**config.mk**
```make
export PLATFORM = sky130hd
export DESIGN_NAME = pipe_stage_buf
export DESIGN_NICKNAME = d
export VERILOG_FILES = /design/src/rtl/pipe_pkg.sv /design/src/rtl/pipe_slot.sv /design/src/rtl/pipe_stage_buf.sv
export SDC_FILE = /design/constraint.sdc
export NUM_CORES = 1
export LEC_CHECK = 0
export BUFFER_PORTS_ARGS = -buffer_cell sky130_fd_sc_hd__clkbuf_2
export CAP_MARGIN = 20
export CORE_MARGIN = 10
export CORE_UTILIZATION = 39
export CTS_CLUSTER_SIZE = 16
export DETAILED_ROUTE_END_ITERATION = 7
export GPL_ROUTABILITY_DRIVEN = 0
export PLACE_DENSITY = 0.7
export SLEW_MARGIN = 20
export SYNTH_ARGS = -nofsm -noshare
export SYNTH_HDL_FRONTEND = slang
export SYNTH_SLANG_ARGS = --single-unit
export TNS_END_PERCENT = 10
```
**constraint.sdc**
```tcl
create_clock -name clk -period 1.8 [get_ports clk]
set_input_delay 0.18 -clock clk [delete_from_list [all_inputs] [get_ports clk]]
set_output_delay 0.18 -clock clk [all_outputs]
set_load 0.01 [all_outputs]
```
**src/rtl/pipe_pkg.sv**
```systemverilog
// Shared types and constants for the inter-stage pipeline buffers.
package pipe_pkg;

    localparam logic [31:0] PC_RESET      = 32'h1bfffffc;
    localparam int          SLOT_DATA_MAX = 512;

    typedef enum logic [1:0] {
        EMPTY = 2'd0,
        ONE   = 2'd1,
        FULL  = 2'd2
    } pipe_state_t;

    typedef struct packed {
        logic                     valid;
        logic [31:0]              pc;
        logic [SLOT_DATA_MAX-1:0] data;
    } pipe_slot_t;

    function automatic logic [1:0] slot_count(input logic a, input logic b);
        return {1'b0, a} + {1'b0, b};
    endfunction

endpackage

```
**src/rtl/pipe_slot.sv**
```systemverilog
// One buffer entry (valid/pc/data) with load, clear and drop controls.
module pipe_slot
    import pipe_pkg::*;
#(
    parameter int          DATA_W   = 32,
    parameter logic [31:0] RESET_PC = PC_RESET
) (
    input  logic              clk,
    input  logic              rst,
    input  logic              clear,
    input  logic              load,
    input  logic              drop,
    input  logic [31:0]       d_pc,
    input  logic [DATA_W-1:0] d_data,
    output logic              valid,
    output logic [31:0]       pc,
    output logic [DATA_W-1:0] data
);

    // Clear wins over load; drop only lowers valid so pc/data keep their last values.
    always_ff @(posedge clk) begin
        if (rst || clear) begin
            valid <= 1'b0;
            pc    <= RESET_PC;
            data  <= '0;
        end else if (load) begin
            valid <= 1'b1;
            pc    <= d_pc;
            data  <= d_data;
        end else if (drop) begin
            valid <= 1'b0;
        end
    end

endmodule

```
**src/rtl/pipe_stage_buf.sv**
```systemverilog
// Inter-stage pipeline buffer with valid/ready_go/allowin handshake, flush,
// and an optional skid slot that registers in_allowin.
//
// state | meaning
// EMPTY | no entry held
// ONE   | main slot valid, skid slot empty
// FULL  | main and skid slots valid, upstream blocked
module pipe_stage_buf
    import pipe_pkg::*;
#(
    parameter int          DATA_W   = 32,
    parameter logic [31:0] RESET_PC = PC_RESET,
    parameter int          SKID     = 0
) (
    input  logic              clk,
    input  logic              rst,
    input  logic              in_valid,
    output logic              in_allowin,
    input  logic [31:0]       in_pc,
    input  logic [DATA_W-1:0] in_data,
    input  logic              flush,
    input  logic              stage_ready_go,
    input  logic              next_allowin,
    output logic              out_valid,
    output logic              to_next_valid,
    output logic [31:0]       out_pc,
    output logic [DATA_W-1:0] out_data,
    output logic [1:0]        occupancy
);

    logic              accept;
    logic              drain;
    logic              main_valid;
    logic [31:0]       main_pc;
    logic [DATA_W-1:0] main_data;

    assign accept        = in_valid && in_allowin;
    assign to_next_valid = main_valid && stage_ready_go;
    assign drain         = to_next_valid && next_allowin;
    assign out_valid     = main_valid;
    assign out_pc        = main_pc;
    assign out_data      = main_data;

    generate
        if (SKID == 0) begin : g_single
            assign in_allowin = !main_valid || (stage_ready_go && next_allowin);
            assign occupancy  = slot_count(main_valid, 1'b0);

            pipe_slot #(.DATA_W(DATA_W), .RESET_PC(RESET_PC)) u_main (
                .clk    (clk),
                .rst    (rst),
                .clear  (flush),
                .load   (accept),
                .drop   (drain),
                .d_pc   (in_pc),
                .d_data (in_data),
                .valid  (main_valid),
                .pc     (main_pc),
                .data   (main_data)
            );
        end else begin : g_skid
            pipe_state_t       state_q;
            pipe_state_t       state_d;
            logic              main_load;
            logic              main_from_skid;
            logic              main_drop;
            logic              skid_load;
            logic              skid_drop;
            logic              skid_valid;
            logic [31:0]       skid_pc;
            logic [DATA_W-1:0] skid_data;
            logic [31:0]       main_d_pc;
            logic [DATA_W-1:0] main_d_data;

            always_ff @(posedge clk) begin
                if (rst || flush) state_q <= EMPTY;
                else              state_q <= state_d;
            end

            always_comb begin
                state_d = state_q;
                case (state_q)
                    EMPTY: if (accept) state_d = ONE;
                    ONE: begin
                        if (accept && !drain)      state_d = FULL;
                        else if (!accept && drain) state_d = EMPTY;
                    end
                    FULL:    if (drain) state_d = ONE;
                    default: state_d = EMPTY;
                endcase
            end

            // FULL drain refills the main slot from the skid slot in the same cycle.
            always_comb begin
                main_load      = 1'b0;
                main_from_skid = 1'b0;
                main_drop      = 1'b0;
                skid_load      = 1'b0;
                skid_drop      = 1'b0;
                case (state_q)
                    EMPTY: main_load = accept;
                    ONE: begin
                        main_load = accept && drain;
                        skid_load = accept && !drain;
                        main_drop = drain && !accept;
                    end
                    FULL: begin
                        main_load      = drain;
                        main_from_skid = drain;
                        skid_drop      = drain;
                    end
                    default: ;
                endcase
            end

            // Depends on the state register only, never on next_allowin.
            assign in_allowin  = (state_q != FULL);
            assign occupancy   = slot_count(main_valid, skid_valid);
            assign main_d_pc   = main_from_skid ? skid_pc   : in_pc;
            assign main_d_data = main_from_skid ? skid_data : in_data;

            pipe_slot #(.DATA_W(DATA_W), .RESET_PC(RESET_PC)) u_main (
                .clk    (clk),
                .rst    (rst),
                .clear  (flush),
                .load   (main_load),
                .drop   (main_drop),
                .d_pc   (main_d_pc),
                .d_data (main_d_data),
                .valid  (main_valid),
                .pc     (main_pc),
                .data   (main_data)
            );

            pipe_slot #(.DATA_W(DATA_W), .RESET_PC(RESET_PC)) u_skid (
                .clk    (clk),
                .rst    (rst),
                .clear  (flush),
                .load   (skid_load),
                .drop   (skid_drop),
                .d_pc   (in_pc),
                .d_data (in_data),
                .valid  (skid_valid),
                .pc     (skid_pc),
                .data   (skid_data)
            );
        end
    endgenerate

    a_ctrl_known: assert property (@(posedge clk) disable iff (rst)
        !$isunknown({in_valid, stage_ready_go}));

    a_tnv_implies_valid: assert property (@(posedge clk)
        to_next_valid |-> out_valid);

    a_head_stable: assert property (@(posedge clk) disable iff (rst || flush)
        (out_valid && !drain) |=> ($stable(out_pc) && $stable(out_data)));

endmodule

```
==> results.tsv, run 1 <==
stage	metric	value	unit
status	status	complete, no violations	
detailed_routing	drt wl/cell	16.2	µm
placement	PortBufs	137	
pwr	Power Density	949	nW/µm²
clock_tree	# H-tree levels	3	
pwr	share of total power in sequential cells	0.470	
worst_setup_path	CP peak stage delay	0.33	ns
synth	Yosys top cell area share	0.501	
clock_tree	CTS tree	yes	
layout	Final Cell Area	3410	µm²
floorplan	core area	6420	µm²
global_route	initial antenna violation count	0	
global_route	GRT Total Usage	0.151	
sta	Period minus WS final	1.62	ns
clock_tree	Bufs on Longest Clock Path	2	
pwr	clock network fraction of design power	0.410	
sta	relative slew slack	0.566	
placement	Post-DP Area	3190	µm²
detailed_routing	final wirelength	8100	µm
synth	Yosys reg bits	65	
worst_setup_path	Startpoint Class	register	
placement	DP HPWL	5430	µm
worst_setup_path	CP max FO	66	
synth	Mapped Area	2590	µm²
worst_hold_path	Hold Crit Class	input port to register	
sta	Sum Neg Setup Slack	0	ns
detailed_routing	vias post-DR	2637	
sta	f_max	618	MHz
layout	share of layout cells above drive strength 1	0.400	
pwr	Power Internal	2.46	mW
synth	Syn Nets	371	
floorplan	die area	10300	µm²
worst_setup_path	Cell Chain, Critical Path	a21boi_4, inv_6, clkbuf_2	
detailed_routing	First DRT Iteration DRCs	156	
detailed_routing	DR pass1 iterations	4	
floorplan	I/O pins	139	
sta	Final period util	0.899	
pwr	combinational fraction of design power	0.120	
layout	area added between synthesis and finish	31.2	%
worst_hold_path	hold_sp	in_pc[11]	
sta	final setup margin	0.183	ns
layout	Net count, final	489	
sta	Worst Max-Slew Pin Slew	0.651	ns
synth	Yosys cell types	18	
floorplan	Placement Rows	29	
worst_setup_path	r2r setup slk	0.20	ns
synth	ys flop type	dfxtp_1	
detailed_routing	detailed-route DRC error count	0	
clock_tree	Sink Count	65	
worst_setup_path	reg2reg end	g_single.u_main.data[21]	
floorplan	die width	102	µm
synth	Synth area leaders	dfxtp_1 50%, nand3_1 17%, o21ai_0 10%	
sta	Setup Skew	0.00735	ns
synth	cell count after synthesis	301	
synth	number of synthesized flops with an enable pin	0	
placement	Inst Count DP	485	
synth	Synth area leader	dfxtp_1	
sta	Slew Viols, Final	0	
worst_setup_path	critical path class	register to output port	
layout	Core Util, Final	0.530	
synth	Avg Inst Size Synth	8.62	µm²
global_route	GR Overflow Total	0	
layout	Ant. Diodes	0	
placement	pre-CTS WS	0.0933	ns
synth	Synth warnings	0	
clock_tree	root buf cell	clkbuf_8	
global_route	vias in the first global route	2648	
clock_tree	Clock Pin Slew Worst Setup and Hold Paths	0.07	ns
sta	Fin. Hold Viols	0	
clock_tree	Post-CTS Setup Inserts	0	
pwr	leakage	1.51	nW
pwr	VDD IR max	0.000447	V
worst_setup_path	R2R Path Start	g_single.u_main.valid	
sta	Final setup viols	0	
layout	Non-Filler Instances	500	
worst_setup_path	CP endpoint kind	output port	
detailed_routing	vias per inst	5.27	
worst_hold_path	hold depth	3	
pwr	Net Sw Frac	0.239	
layout	Filler cells	619	
layout	area of the multi-input gates	1040	µm²
clock_tree	Skew-Pair Late Insertion Delay	0.32	ns
sta	RSZ-0062 raised after global routing	false	
floorplan	die height	102	µm
worst_setup_path	Slowest cell on crit path	dfxtp_1	
detailed_routing	Antenna Nets Post-Route	0	
worst_hold_path	Hold Path End	g_single.u_main.pc[11]	
floorplan	Initial Util	0.404	
synth	ys async rst share	0	
layout	Reg area	1300	µm²
worst_setup_path	R2R depth	4	
global_route	first-pass GRT wire length	12700	µm
worst_setup_path	Req. time, crit path	1.62	ns
pwr	switching pwr	772	µW
worst_setup_path	WP data arrival	1.44	ns
clock_tree	hold buffer count at CTS	0	
run	max_cap viols	0	
synth	post-synthesis sequential area ratio	0.501	
global_route	pin count of the biggest net entering global routing	67	
clock_tree	CTS buffer count	9	
metal layers:
metal,GRT usage,part of all wire
met3,0.0776,0.11
met4,0.0561,0.012
met2,0.243,0.47
met1,0.167,0.41
met5,0,0
worst max-delay path: cells and delay by family (launching register included):
| family | cells | cell delay (ns) |
|---|---|---|
| compound gates | 1 | 0.16 |
| buf+inv | 2 | 0.56 |
| flops | 1 | 0.33 |
cells in the final DEF, fill, tap and decap left out:
cell type / n
clkbuf_1: 2
o21ai_1: 2
nor2_1: 1
a21boi_4: 1
buf_4: 5
inv_6: 1
clkbuf_2: 137
bufinv_16: 2
conb_1: 1
o21ai_2: 10
o21ai_0: 52
inv_2: 1
buf_12: 1
and2_1: 1
nand3_1: 90
or2_1: 1
dfxtp_1: 65
clkinv_2: 1
a21oi_1: 39
clkbuf_8: 10
cell usage after synthesis, types with 2 or more instances:
| cell | count |
|---|---|
| a21oi_1 | 39 |
| buf_2 | 15 |
| buf_4 | 4 |
| buf_6 | 9 |
| clkbuf_1 | 4 |
| clkbuf_2 | 3 |
| dfxtp_1 | 65 |
| inv_2 | 2 |
| nand3_1 | 90 |
| o21ai_0 | 52 |
| o21ai_1 | 2 |
| o21ai_2 | 10 |
kinds of logic (layout without fill, tap and decap cells):
| group | after synthesis | after routing | share of synthesized area |
|---|---|---|---|
| AO/OA/AOI/OAI | 104 | 104 | 0.217 |
| buffers and inverters | 38 | 160 | 0.0998 |
| flip-flops | 65 | 65 | 0.501 |
| other | 1 | 1 | 0.00145 |
| AND/OR/NAND/NOR | 93 | 93 | 0.180 |
power by group through the flow:
| stage | Combinational, mW | Sequential (mW) | Clock (mW) |
|---|---|---|---|
| floorplan | 0.207 | 1.58 | 0 |
| global placement | 0.384 | 1.55 | 0 |
| CTS | 0.391 | 1.52 | 1.36 |
| detailed placement | 0.390 | 1.55 | 0 |
| finish | 0.387 | 1.52 | 1.33 |
| global route | 0.436 | 1.53 | 1.42 |
state kept, by name, indices dropped and copies added, names as in the netlist:
register and count:
g_single.u_main.pc 32, g_single.u_main.data 32, g_single.u_main.valid 1
worst max-delay path by stage:
stage	start	endpoint	slack, ns	cells past startpoint
after floorplan	g_single.u_main.valid	g_single.u_main.pc[2]	0.62	6
after global placement	g_single.u_main.valid	in_allowin	0.09	3
after detailed placement	g_single.u_main.valid	in_allowin	0.09	3
after CTS	g_single.u_main.valid	in_allowin	0.07	3
after global routing	g_single.u_main.valid	g_single.u_main.data[10]	0.02	4
final	g_single.u_main.valid	in_allowin	0.18	3
stage by stage:
stage          hold slack [ns]  power (mW)
6_report                0.0786        3.23
5_1_grt                 0.0714        3.38
4_1_cts                 0.0642        3.27
3_5_place_dp             0.421        1.94
3_3_place_gp             0.410        1.93
2_1_floorplan            0.327        1.78
timing repair:
action,4_1_cts,5_1_grt
gates resized for setup,1,1
endpoints found under the setup margin,1,1
pin swaps,0,0
final cells by class:
class                           instances  area share
Inverter                                2     0.00367
Tap cell                               77      0.0283
Clock buffer                           12      0.0426
Timing Repair Buffer                  143       0.218
Sequential cell                        65       0.382
Clock inverter                          3      0.0191
Multi-Input combinational cell        198       0.306
No activity file was read; power rests on OpenSTA's default activity.
==> inputs of run 2 (changes only) <==
--- a/constraint.sdc
+++ b/constraint.sdc
@@ -3,2 +3,2 @@
 set_output_delay 0.18 -clock clk [all_outputs]
-set_load 0.01 [all_outputs]
+set_load 0.02 [all_outputs]
==> results.tsv, run 2 (synthesis results as in run 1) <==
stage	metric	value	unit
status	status	complete, no violations	
sta	RSZ-0062 raised after global routing	false	
clock_tree	Clock Pin Slew Worst Setup and Hold Paths	0.07	ns
worst_setup_path	Req. time, crit path	2.05	ns
detailed_routing	Antenna Nets Post-Route	0	
pwr	Power Internal	2.31	mW
layout	Ant. Diodes	0	
pwr	Power Density	924	nW/µm²
run	max_cap viols	0	
sta	Fin. Hold Viols	0	
detailed_routing	vias per inst	5.25	
clock_tree	Post-CTS Setup Inserts	0	
global_route	initial antenna violation count	0	
sta	final setup margin	0.247	ns
global_route	vias in the first global route	2642	
pwr	VDD IR max	0.000415	V
layout	share of layout cells above drive strength 1	0.407	
sta	relative slew slack	0.562	
placement	pre-CTS WS	0.262	ns
floorplan	Placement Rows	29	
placement	DP HPWL	5570	µm
layout	Regs by FF count	g_single.u_main.data (32), g_single.u_main.pc (32), g_single.u_main.valid (1)	
sta	Period minus WS final	1.55	ns
placement	PortBufs	137	
detailed_routing	First DRT Iteration DRCs	118	
layout	commonest non-fill, non-tap cell in the layout	clkbuf_2	
layout	leading cell types in the layout, fill and taps excluded	137 x clkbuf_2, 90 x nand3_1, 65 x dfxtp_1, 52 x o21ai_0, 39 x a21oi_1	
layout	Filler cells	634	
sta	f_max	644	MHz
layout	area added between synthesis and finish	31.6	%
clock_tree	CTS buffer count	9	
clock_tree	Sink Count	65	
layout	Core Util, Final	0.532	
sta	hold_ws	0.0820	ns
global_route	pin count of the biggest net entering global routing	65	
pwr	switching pwr	851	µW
sta	Worst Max-Slew Pin Slew	0.657	ns
sta	Final period util	0.863	
detailed_routing	detailed-route DRC error count	0	
placement	Inst Count DP	486	
worst_setup_path	Startpoint Class	register	
layout	Non-Filler Instances	502	
floorplan	die height	102	µm
placement	Post-DP Area	3210	µm²
layout	Net count, final	490	
clock_tree	Bufs on Longest Clock Path	2	
worst_setup_path	R2R Path Start	g_single.u_main.valid	
clock_tree	# H-tree levels	3	
detailed_routing	vias post-DR	2636	
clock_tree	hold buffer count at CTS	0	
floorplan	core area	6420	µm²
clock_tree	Skew-Pair Late Insertion Delay	0.33	ns
clock_tree	root buf cell	clkbuf_8	
floorplan	die area	10300	µm²
clock_tree	CTS tree	yes	
global_route	first-pass GRT wire length	12700	µm
global_route	GRT Total Usage	0.150	
pwr	clock network fraction of design power	0.382	
sta	Final setup viols	0	
layout	Final Cell Area	3410	µm²
worst_setup_path	worst setup path start	g_single.u_main.valid	
detailed_routing	drt wl/cell	16.0	µm
floorplan	Initial Util	0.404	
worst_setup_path	WP data arrival	1.80	ns
detailed_routing	DR pass1 iterations	4	
floorplan	I/O pins	139	
sta	Setup Skew	0.00919	ns
pwr	leakage	1.51	nW
pwr	share of total power in sequential cells	0.482	
sta	Sum Neg Setup Slack	0	ns
pwr	Net Sw Frac	0.270	
pwr	Power, Total	3.16	mW
worst_hold_path	Hold Crit Class	input port to register	
worst_hold_path	hold_sp	in_data[14]	
global_route	GR Overflow Total	0	
sta	Slew Viols, Final	0	
floorplan	die width	102	µm
worst_setup_path	critical path class	register to register	
detailed_routing	final wirelength	8030	µm
worst_setup_path	CP max FO	64	
worst_setup_path	CP endpoint kind	register	
pwr	combinational fraction of design power	0.137	
-- run 2: changes by cell type in the layout (fill, tap and decap cells not counted) --
cell,before,now
clkinv_2,1,0
clkbuf_8,10,13
buf_12,1,2
bufinv_16,2,0
clkinvlp_4,0,3
inv_6,1,0
clkbuf_1,2,0
inv_4,0,1
-- run 2: final cells by class --
type | instances | area [µm²] | share of cell area
Tap cell | 77 | 96.3 | 0.0282
Clock buffer | 13 | 179 | 0.0524
Sequential cell | 65 | 1300 | 0.381
Multi-Input combinational cell | 198 | 1040 | 0.305
Inverter | 2 | 10.0 | 0.00293
Timing Repair Buffer | 144 | 763 | 0.224
Clock inverter | 3 | 22.5 | 0.00660
-- run 2: per-layer routing --
layer  vias up  GRT usage  share of wire
met4         0     0.0594         0.0054
met2       102      0.234           0.49
met5         -          0              0
li1       1306          -              -
met3         4     0.0735           0.11
met1      1224      0.173           0.40
-- run 2: what timing repair did --
item | in CTS | in global routing
hold endpoints to repair | 0 | 0
setup endpoints to repair | 0 | 1
resized for setup | 0 | 2
-- run 2: path summary, 6_finish.rpt --
path / to / slack, ns / cells after the start
worst max-delay path: g_single.u_main.data[21] / 0.25 / 4
worst min-delay path: g_single.u_main.data[14] / 0.08 / 3
worst max register to register: g_single.u_main.data[21] / 0.25 / 4
worst min register to register: g_single.u_main.pc[0] / 0.46 / 2
-- run 2: power groups by stage --
stage	Sequential (mW)	Combinational (mW)	Clock (mW)
final	1.52	0.432	1.20
after floorplan	1.62	0.210	0
after global routing	1.53	0.483	1.29
after global placement	1.55	0.433	0
after CTS	1.52	0.438	1.24
after detailed placement	1.55	0.437	0
-- run 2: critical path, stage by stage, from the launching register on --
cell	delay [ns]
dfxtp_1	0.37
a21boi_4	0.22
buf_4	0.53
o21ai_0	0.15
a21oi_1	0.17
==> inputs of run 3 (changes only) <==
Settings changed: RECOVER_POWER set to 100.
==> results.tsv, run 3 (synthesis results as in run 1) <==
stage	metric	value	unit
pwr	Power, Total	3.13	mW
detailed_routing	vias post-DR	2629	
sta	relative slew slack	0.551	
placement	PortBufs	137	
clock_tree	hold buffer count at CTS	0	
worst_setup_path	Req. time, crit path	1.62	ns
floorplan	core area	6420	µm²
worst_setup_path	Cell Chain, Critical Path	a21boi_4, inv_4, clkbuf_1	
global_route	initial antenna violation count	0	
floorplan	die area	10300	µm²
layout	Ant. Diodes	0	
floorplan	die height	102	µm
global_route	first-pass GRT wire length	12700	µm
clock_tree	CTS buffer count	9	
clock_tree	Sink Count	65	
worst_setup_path	CP top delay family	buffers and inverters	
detailed_routing	final wirelength	8110	µm
worst_setup_path	crit path buf inv count	2	
global_route	pin count of the biggest net entering global routing	65	
sta	f_max	643	MHz
global_route	GR Overflow Total	0	
pwr	Power Density	951	nW/µm²
detailed_routing	Antenna Nets Post-Route	0	
sta	Fin. Hold Viols	0	
sta	RSZ-0062 raised after global routing	false	
layout	Regs by FF count	g_single.u_main.data (32), g_single.u_main.pc (32), g_single.u_main.valid (1)	
run	max_cap viols	0	
worst_setup_path	WP data arrival	1.38	ns
floorplan	Placement Rows	29	
layout	area added between synthesis and finish	27.0	%
detailed_routing	detailed-route DRC error count	0	
global_route	vias in the first global route	2642	
sta	Worst Max-Slew Pin Slew	0.673	ns
status	status	complete, no violations	
floorplan	die width	102	µm
sta	Setup Skew	0.00921	ns
clock_tree	CTS tree	yes	
detailed_routing	vias per inst	5.24	
worst_hold_path	Hold Crit Class	input port to register	
layout	share of layout cells above drive strength 1	0.226	
worst_setup_path	critical path class	register to output port	
sta	Final setup viols	0	
clock_tree	Skew-Pair Late Insertion Delay	0.33	ns
detailed_routing	drt wl/cell	16.2	µm
detailed_routing	DR pass1 iterations	5	
worst_setup_path	Slowest cell on crit path	dfxtp_1	
worst_setup_path	CP max FO	35	
pwr	VDD IR max	0.000408	V
detailed_routing	First DRT Iteration DRCs	142	
clock_tree	# H-tree levels	3	
clock_tree	Clock Pin Slew Worst Setup and Hold Paths	0.07	ns
layout	Net count, final	490	
clock_tree	root buf cell	clkbuf_8	
placement	DP HPWL	5570	µm
worst_setup_path	Startpoint Class	register	
floorplan	I/O pins	139	
pwr	leakage	1.29	nW
sta	Period minus WS final	1.56	ns
layout	leading cell types in the layout, fill and taps excluded	90 x nand3_1, 69 x clkbuf_2, 68 x clkbuf_1, 65 x dfxtp_1, 62 x o21ai_0	
global_route	GRT Total Usage	0.150	
layout	commonest non-fill, non-tap cell in the layout	nand3_1	
worst_setup_path	CP endpoint kind	output port	
clock_tree	Bufs on Longest Clock Path	2	
worst_setup_path	CP peak stage delay	0.33	ns
sta	Final period util	0.864	
sta	Sum Neg Setup Slack	0	ns
sta	Slew Viols, Final	0	
floorplan	Initial Util	0.404	
## run 3: cell count changes in the layout (fill, tap and decap cells not counted)
cell / before / now
o21ai_1: 2 / 1
o21ai_2: 10 / 1
o21ai_0: 52 / 62
clkbuf_1: 0 / 68
clkbuf_2: 137 / 69
## run 3: report_power, final
group | internal [mW] | switching, mW | leakage, nW
combinational | 0.146 | 0.267 | 0.669
clock | 0.651 | 0.552 | 0.0939
sequential | 1.49 | 0.0259 | 0.531
total | 2.29 | 0.845 | 1.29
## run 3: layout make-up
class	instances	area, µm²
clock buffers	13	179
clock inverters	3	22.5
fillers	681	3130
inverters	2	10.0
multi-input cells	198	1010
flip-flops and latches	65	1300
well taps	77	96.3
repair buffers	144	678
## run 3: what timing repair did
action	in CTS	in global routing
endpoints found under the setup margin	0	1
gates resized for setup	0	2
setup buffers	0	0
## run 3: routing by layer
| layer | GRT usage | vias to the layer above | routed length, µm |
|---|---|---|---|
| met2 | 0.234 | 92 | 3850 |
| met1 | 0.173 | 1228 | 3390 |
| met5 | 0 | - | 0 |
| met4 | 0.0594 | 0 | 61 |
| met3 | 0.0735 | 6 | 810 |
| li1 | - | 1303 | - |
## run 3: worst reg2reg max path: stages (launching register included)
cell and delay [ns]:
dfxtp_1 0.37, a21boi_4 0.22, buf_4 0.49, o21ai_0 0.17, a21oi_1 0.16
## run 3: final timing paths
check	start	endpoint	slack (ns)	cells past startpoint
worst max-delay path	g_single.u_main.valid	in_allowin	0.24	3
worst max register to register	g_single.u_main.valid	g_single.u_main.data[21]	0.31	4
worst min-delay path	in_data[14]	g_single.u_main.data[14]	0.08	3
worst min register to register	g_single.u_main.data[11]	g_single.u_main.data[11]	0.47	2
## run 3: stage by stage
stage                     setup slack [ns]  hold WS [ns]   util  cells  area (µm²)
after CTS                           0.0321        0.0672  0.531    502        3410
after floorplan                      0.526         0.327      -    301        2590
after detailed placement             0.262         0.415  0.500    486        3210
final                                0.244        0.0827  0.513    502        3300
after global placement               0.304         0.411  0.500    486        3210
after global routing                 0.120        0.0799  0.513    502        3300
